==> src/rtl/branch_pkg.sv <==
// Shared encodings for the branch resolve unit: funct3 conditions and FSM states.
package branch_pkg;

  localparam logic [2:0] F3_BEQ  = 3'b000;
  localparam logic [2:0] F3_BNE  = 3'b001;
  localparam logic [2:0] F3_BLT  = 3'b100;
  localparam logic [2:0] F3_BGE  = 3'b101;
  localparam logic [2:0] F3_BLTU = 3'b110;
  localparam logic [2:0] F3_BGEU = 3'b111;

  typedef enum logic [1:0] {
    IDLE = 2'd0,
    EVAL = 2'd1,
    OUT  = 2'd2
  } state_e;

  function automatic logic misalign_chk(input logic taken, input logic tgt_bit1);
    return taken & tgt_bit1;
  endfunction

endpackage

==> src/rtl/branch_cmp.sv <==
// Combinational branch condition evaluator for the six RV conditional branches.
module branch_cmp
  import branch_pkg::*;
#(
  parameter int XLEN = 32
) (
  input  logic [2:0]      funct3,
  input  logic [XLEN-1:0] src1,
  input  logic [XLEN-1:0] src2,
  output logic            cond_true
);

  // Reserved encodings 010/011 fall through to not-taken.
  always_comb begin
    cond_true = 1'b0;
    case (funct3)
      F3_BEQ:  cond_true = (src1 == src2);
      F3_BNE:  cond_true = (src1 != src2);
      F3_BLT:  cond_true = ($signed(src1) <  $signed(src2));
      F3_BGE:  cond_true = ($signed(src1) >= $signed(src2));
      F3_BLTU: cond_true = (src1 <  src2);
      F3_BGEU: cond_true = (src1 >= src2);
      default: cond_true = 1'b0;
    endcase
  end

endmodule

==> src/rtl/branch_resolve_unit.sv <==
// Branch/JAL/JALR resolver with a valid/ready result port toward fetch.
// Optional performance counters are enabled with BRANCH_RESOLVE_PERF_EN.
module branch_resolve_unit
  import branch_pkg::*;
#(
  parameter int XLEN   = 32,
  parameter int IALIGN = 32,
  parameter int CNT_W  = 32
) (
  input  logic             clk,
  input  logic             rst,
`ifdef BRANCH_RESOLVE_PERF_EN
  input  logic             perf_clr,
  output logic [CNT_W-1:0] perf_resolved,
  output logic [CNT_W-1:0] perf_taken,
`endif
  input  logic             req_valid,
  output logic             req_ready,
  input  logic             is_b,
  input  logic             is_j,
  input  logic             is_jr,
  input  logic [2:0]       funct3,
  input  logic [XLEN-1:0]  src1,
  input  logic [XLEN-1:0]  src2,
  input  logic [XLEN-1:0]  pc,
  input  logic [XLEN-1:0]  imm,
  output logic             redir_valid,
  input  logic             redir_ready,
  output logic             redir_taken,
  output logic [XLEN-1:0]  redir_target,
  output logic             redir_misalign
);

  state_e          state_q;
  logic            is_b_q, is_j_q, is_jr_q;
  logic [2:0]      funct3_q;
  logic [XLEN-1:0] src1_q, src2_q, pc_q, imm_q;
  logic            valid_q, taken_q, misalign_q;
  logic [XLEN-1:0] target_q;

  logic            cond_true_s;
  logic            taken_d, misalign_d;
  logic [XLEN-1:0] target_d, jr_sum_s;

  branch_cmp #(.XLEN(XLEN)) u_cmp (
    .funct3   (funct3_q),
    .src1     (src1_q),
    .src2     (src2_q),
    .cond_true(cond_true_s)
  );

  assign jr_sum_s = src1_q + imm_q;

  // Result from the captured operands; jr > j > b priority.
  always_comb begin
    taken_d  = 1'b0;
    target_d = pc_q + XLEN'(4);
    if (is_jr_q) begin
      taken_d  = 1'b1;
      target_d = jr_sum_s & {{(XLEN-1){1'b1}}, 1'b0};
    end else if (is_j_q || (is_b_q && cond_true_s)) begin
      taken_d  = 1'b1;
      target_d = pc_q + imm_q;
    end else begin
      taken_d  = 1'b0;
      target_d = pc_q + XLEN'(4);
    end
    if (IALIGN == 32) begin
      misalign_d = misalign_chk(taken_d, target_d[1]);
    end else begin
      misalign_d = 1'b0;
    end
  end

  // Control FSM with registered result outputs.
  always_ff @(posedge clk or posedge rst) begin
    if (rst) begin
      state_q    <= IDLE;
      is_b_q     <= 1'b0;
      is_j_q     <= 1'b0;
      is_jr_q    <= 1'b0;
      funct3_q   <= 3'b000;
      src1_q     <= '0;
      src2_q     <= '0;
      pc_q       <= '0;
      imm_q      <= '0;
      valid_q    <= 1'b0;
      taken_q    <= 1'b0;
      target_q   <= '0;
      misalign_q <= 1'b0;
    end else begin
      case (state_q)
        IDLE: begin
          if (req_valid) begin
            is_b_q   <= is_b;
            is_j_q   <= is_j;
            is_jr_q  <= is_jr;
            funct3_q <= funct3;
            src1_q   <= src1;
            src2_q   <= src2;
            pc_q     <= pc;
            imm_q    <= imm;
            state_q  <= EVAL;
          end
        end
        EVAL: begin
          taken_q    <= taken_d;
          target_q   <= target_d;
          misalign_q <= misalign_d;
          valid_q    <= 1'b1;
          state_q    <= OUT;
        end
        OUT: begin
          if (redir_ready) begin
            valid_q <= 1'b0;
            state_q <= IDLE;
          end
        end
        default: begin
          valid_q <= 1'b0;
          state_q <= IDLE;
        end
      endcase
    end
  end

  assign req_ready      = (state_q == IDLE);
  assign redir_valid    = valid_q;
  assign redir_taken    = taken_q;
  assign redir_target   = target_q;
  assign redir_misalign = misalign_q;

`ifdef BRANCH_RESOLVE_PERF_EN
  logic [CNT_W-1:0] resolved_q, taken_cnt_q;
  logic             hs_s;

  assign hs_s = (state_q == OUT) && redir_ready;

  // Saturating handshake counters; clear wins over increment.
  always_ff @(posedge clk or posedge rst) begin
    if (rst) begin
      resolved_q  <= '0;
      taken_cnt_q <= '0;
    end else if (perf_clr) begin
      resolved_q  <= '0;
      taken_cnt_q <= '0;
    end else if (hs_s) begin
      if (resolved_q != {CNT_W{1'b1}}) resolved_q <= resolved_q + CNT_W'(1);
      if (taken_q && (taken_cnt_q != {CNT_W{1'b1}})) taken_cnt_q <= taken_cnt_q + CNT_W'(1);
    end
  end

  assign perf_resolved = resolved_q;
  assign perf_taken    = taken_cnt_q;
`endif

endmodule

==> config.mk <==
export PLATFORM = sky130hd
export DESIGN_NAME = branch_resolve_unit
export DESIGN_NICKNAME = d
export VERILOG_FILES = /design/src/rtl/branch_pkg.sv /design/src/rtl/branch_cmp.sv /design/src/rtl/branch_resolve_unit.sv
export SDC_FILE = /design/constraint.sdc
export NUM_CORES = 1
export LEC_CHECK = 0
export ABC_AREA = 1
export BUFFER_PORTS_ARGS = -buffer_cell sky130_fd_sc_hd__buf_2
export CAP_MARGIN = 20
export CELL_PAD_IN_SITES_DETAIL_PLACEMENT = 0
export CELL_PAD_IN_SITES_GLOBAL_PLACEMENT = 2
export CORE_MARGIN = 3
export CORE_UTILIZATION = 35
export CTS_CLUSTER_DIAMETER = 50
export CTS_CLUSTER_SIZE = 30
export DETAILED_ROUTE_END_ITERATION = 7
export GPL_TIMING_DRIVEN = 1
export PLACE_DENSITY = 0.88
export RECOVER_POWER = 25
export SKIP_LAST_GASP = 1
export SLEW_MARGIN = 25
export SYNTH_ARGS = -nofsm -noshare
export SYNTH_HDL_FRONTEND = slang
export SYNTH_SLANG_ARGS = --single-unit
==> constraint.sdc <==
create_clock -name clk -period 7.7 [get_ports clk]
set_input_delay 0.385 -clock clk [delete_from_list [all_inputs] [get_ports clk]]
set_output_delay 0.385 -clock clk [all_outputs]
set_load 0.02 [all_outputs]
Word-level counts from Yosys, hierarchy flattened

Index checks and enable logic that the tools add are counted.

$add $sub $neg: 3
Order comparisons: 4
Equality and inequality tests: 11
Multiplexer cells: 10
Bitwise gates (word level): 2
Reductions and logical operators: 7

Operators with widths:

| cell                                                                   | count |
|---|---|
| 32-bit adder                                                           | 2 |
| 32-bit >= comparator                                                   | 2 |
| 32-bit less-than comparator                                            | 2 |
| 32-bit 2-to-1 mux                                                      | 2 |
| 32-bit by 3-bit adder with 32-bit output (second input constant)       | 1 |
| 32-bit equality test                                                   | 1 |
| 32-bit != test                                                         | 1 |
| 3-bit equality test (second input constant)                            | 4 |
| 1-bit case mux with 6 select lines                                     | 1 |
| 2-bit case mux with 3 select lines                                     | 1 |
| 2-bit AND reduction                                                    | 3 |
| 2-bit 2-to-1 mux                                                       | 2 |
| 2-bit != test (second input constant)                                  | 2 |
| 3-bit by 1-bit equality test with 1-bit output (second input constant) | 1 |
| 3-bit logical NOT                                                      | 1 |
| 1-bit 2-to-1 mux                                                       | 3 |
| 1-bit case mux with 3 select lines                                     | 1 |
| 2-bit by 1-bit equality test with 1-bit output (second input constant) | 1 |
| 2-bit equality test (second input constant)                            | 1 |
| 2-bit logical NOT                                                      | 1 |
| 1-bit bitwise AND                                                      | 1 |
| 1-bit logical AND                                                      | 1 |
| 1-bit logical OR                                                       | 1 |
| 1-bit inverter                                                         | 1 |

Bits in registers: 171
Input port bits: 138
Output and inout bits: 36
Logic and storage cells: 50

Longest topological paths before layout

Word-level depth: 7
Mapped depth: 23
Gate-level depth less buffers: 23

Modules after synthesis

From an unflattened synthesis, not the netlist that was laid out.

Cells, all modules: 1971
Area total of the unflattened synthesis: 12794.8 um^2

Modules (own cells, without submodules):

| module              | times used | cells each | area an instance (um^2) | seq. area each (um^2) |
|---|---|---|---|---|
| branch_resolve_unit | 1          | 1799       | 11778.8                 | 4279.1 |
| branch_cmp          | 1          | 172        | 1016.0                  | 0.0 |

Least setup slack after synthesis

OpenSTA, ideal clock, no wires.

Path kind: reg-to-reg
Start point: register pc_q[0]
End point: register target_q[24], in the netlist redir_target[24]
Setup time: 118 ps
Data arrival time: 2356 ps
Data required time: 7582 ps
Setup slack: 5226 ps
Stages on the path, launching flop included: 18
Buffers on the path: 0
Period minus slack after synthesis: 2474 ps
Cell sequence: dfrtp_1 -> ha_1 -> inv_1 -> fa_1 -> inv_1 -> nand2_1 -> o21ai_1 -> a21oi_1 -> o21bai_1 -> a21boi_1 -> o21ai_0 -> nand2_1 -> nand3_1 -> nand2_1 -> nand2_1 -> nand3_1 -> nand3_1 -> nand2_1

Word-level cells in the longest chain between the ends: 3
Elaborated cells on any way between the ends: 4
Classes of those cells: add/sub (2); mux (2)

Ends and longest elaborated chain:

| item                                                                     | RTL line                                             | text |
|---|---|---|
| start: declaration                                                       | branch_resolve_unit.sv:37                            | `logic [XLEN-1:0] src1_q, src2_q, pc_q, imm_q;` |
| start signal: assignment                                                 | branch_resolve_unit.sv:101                           | `pc_q <= pc;` |
| 32-bit by 3-bit adder with 32-bit output or 32-bit adder (tied branches) | branch_resolve_unit.sv:66, branch_resolve_unit.sv:63 |  |
| 32-bit 2-to-1 mux *                                                      | branch_resolve_unit.sv:61                            | `end else if (is_j_q \|\| (is_b_q && cond_true_s)) begin` |
| 32-bit 2-to-1 mux *                                                      | branch_resolve_unit.sv:58                            | `if (is_jr_q) begin` |
| end signal: assignment                                                   | branch_resolve_unit.sv:108                           | `target_q <= target_d;` |
| end: declaration                                                         | branch_resolve_unit.sv:39                            | `logic [XLEN-1:0] target_q;` |

Mark *: on every way between the ends. The rest lies on a longest branch, timed or not.
A chain may end at the register's enable or synchronous reset.

==> results.json <==
{
  "clock_sinks": 171,
  "yosys.cell_count.top_type": "nand2_1",
  "via_per_inst": 4.89,
  "clock_power_share_pct": 12.9,
  "syn-cell-area_mm2": 0.0121,
  "gp_congestion": 0.934,
  "cp.arrival_ns": 4.74,
  "cp_max_fo": 55,
  "cp-start-kind": "input port",
  "place.port_buffers": 173,
  "fillers": 3662,
  "cts_setup_buffers": 0,
  "grt.total_usage_pct": 22.7,
  "hold_path_class": "input port to register",
  "slowest_stage": "clkbuf_1",
  "hp-start": "imm[3]",
  "setup_viol": 0,
  "tritoncts": "done",
  "holdWs_ns": 0.123,
  "grt_max_degree": 108,
  "clockRootBuffer": "clkbuf_16",
  "h-tree-depth": 4,
  "synthCells": 1719,
  "crit_start": "rst",
  "grt_pass1_wl_um": 63800,
  "switching_share_pct": 53.9,
  "antenna_found_initial": 0,
  "fp.dieArea_mm2": 0.0367,
  "io_pins": 174,
  "hold_buffers": 1,
  "fin_skew_ns": 0.0138,
  "post-route-period-util_pct": 63.0,
  "synth_area_leaders": "dfrtp_1 (36%), nand2_1 (20%), ha_1 (9.8%)",
  "finalMaxSlewViolations": 111,
  "synthFlopType": "dfrtp_1",
  "routed_wl_um": 40800,
  "cts_buffer_depth": 2,
  "grt_pass1_vias": 11300,
  "wire_per_inst_um": 17.5,
  "yosysTopAreaCell": "dfrtp_1",
  "synth_cell_type_count": 45,
  "nets": 2105,
  "dpl_worst_slack_ns": 4.12,
  "path_cells": "dlygate4sd3_1, clkbuf_2, clkinvlp_2, clkbuf_1",
  "cts_buffers": 17,
  "synth_edf_count": 0,
  "syn-num-nets": 1953,
  "async_reset_ff_share_pct": 100,
  "cts_resized": 0,
  "internal_power_uw": 3230,
  "syn_avg_cell_area_um2": 7.01,
  "crit_buf_inv": 4,
  "synthDominantCellAreaShare_pct": 35.5,
  "grt_setup_unrepaired": "false",
  "ys.warnings.count": 0,
  "cap_viol_max_count": 2,
  "reg2reg_slack_ns": 4.17,
  "core_mm2": 0.0337,
  "violations": "capacitance limit, slew limit",
  "setup.worst_path.class": "input port to async pin",
  "critPathRequiredTime_ns": 7.59,
  "setup_ws_ns": 2.85,
  "status": "complete, but fails checks",
  "drtIter0Drc": 708,
  "cellLeakagePower_uw": 0.00728,
  "drtAntennaViolNets": 0,
  "ir_drop_mv": 0.197,
  "layout.area.seq_mm2": 0.00428,
  "post-dp-hpwl_um": 31800,
  "overflow": 0,
  "p_sw_uw": 3780,
  "p_per_area_mw_per_mm2": 505,
  "area_growth_pct": 15.2,
  "vias": 11400,
  "insertion_delay_ns": 0.46,
  "period_needed_ns": 4.85,
  "fmax_mhz": 206,
  "tightest_slew_ns": 3.02,
  "multi_input_area_mm2": 0.00691,
  "r2r_start": "src1_q[31]",
  "cp_top_family": "buffers and inverters",
  "die_h_um": 192,
  "n_antenna_cell": 0,
  "cp-end-kind": "async pin",
  "final_core_util_pct": 41.2,
  "start_util_pct": 35.8,
  "num_rows": 67,
  "ys_seq_elements": 171,
  "combinationalPowerShare_pct": 60.5,
  "synth_common_cells": "nand2_1 (646), dfrtp_1 (171), inv_1 (167), o21ai_0 (120), a21oi_1 (110)",
  "die_w_um": 192,
  "drt_first_pass_iters": 5,
  "hold_viol": 0,
  "critPathMaxStageDelay_ns": 2.22,
  "yosysSeqAreaShare_pct": 35.5,
  "finalSetupTns_ns": 0,
  "drive_gt1_share_pct": 10.8,
  "cts.clk_slew.worst_paths_ns": 0.07,
  "drc": 0,
  "seq_power_share_pct": 26.6,
  "relSlewSlack_pct": -102
}
cell usage in the layout, fill, tap and decap left out, types with 2 or more instances in the layout:
master	count
nor2_1	104
nand2_1	645
nand3_2	2
o311ai_0	4
ha_1	94
clkinv_8	2
inv_8	6
nand2_2	6
clkinv_4	2
nor2_4	3
clkbuf_1	38
inv_6	2
o21ai_0	120
a21oi_1	110
or2_2	3
nand3_1	79
a21o_1	2
a31oi_1	8
a211oi_1	3
dfrtp_1	171
nand3b_1	2
buf_2	136
a21oi_2	2
nor2_2	5
o21bai_1	10
fa_1	2
a21boi_0	2
buf_4	8
xor2_1	39
xnor2_1	21
nor3_2	2
o21ai_1	4
nand4_1	16
o21a_1	4
nor4_1	12
inv_1	165
nor3_1	16
clkbuf_16	17
o211ai_1	2
cell type report:
cell class | instances | share of cell area (%)
inverters | 167 | 4.54
well taps | 448 | 4.04
repair buffers | 183 | 6.45
flip-flops and latches | 171 | 30.8
clock inverters | 14 | 1.24
clock buffers | 18 | 3.09
multi-input cells | 1331 | 49.8
state kept, by name (all words and copies together) (netlist names):
signal	count
funct3_q	3
redir_taken	1
src1_q	32
redir_misalign	1
src2_q	32
redir_target	32
imm_q	32
redir_valid	1
state_q	2
is_jr_q	1
pc_q	32
is_b_q	1
is_j_q	1
final timing paths:
path / end / cells after the start
max reg2reg: redir_target[28] / 19
min: imm_q[3] / 3
max: pc_q[19] / 4
max in group clk: redir_target[28] / 19
min in group asynchronous: src2_q[6] / 3
min reg2reg: redir_target[30] / 2
routing by layer:
layer  routed length [um]  vias to the layer above  share of wire (%)  track usage (%)
li1                     -                     5869                  -                -
met1                20400                     5242                 50             32.9
met2                17900                      262                 44             35.4
met3                 1800                       31                4.4             3.39
met4                  680                        0                1.7             5.56
met5                    0                        -                  0                0
tightest hold or removal path: stages:
cell and delay (ns):
buf_2 0.07, nand2_1 0.04, nand2_1 0.04
power groups by stage:
stage,Combinational (uW),Sequential (uW),Clock (uW)
final,4240,1860,901
after global routing,4860,1910,956
after CTS,4260,1860,926
after detailed placement,4220,1870,0
after global placement,4230,1860,0
after floorplan,3070,1710,0
through the flow:
| step | cell area, um^2 | instances | power, uW |
|---|---|---|---|
| floorplan | 12100 | 1719 | 4790 |
| global placement | 13300 | 2299 | 6090 |
| detailed placement | 13300 | 2299 | 6090 |
| CTS | 13900 | 2332 | 7040 |
| global route | 13900 | 2332 | 7730 |
| finish | 13900 | 2332 | 7000 |
cells by family after synthesis:
family          synth area share, %
xor+xnor                       4.36
flops                          35.5
compound gates                 12.3
buf+inv                        7.17
fa+ha+maj                      10.1
simple gates                   30.6
(Power assumes the default switching activity.)
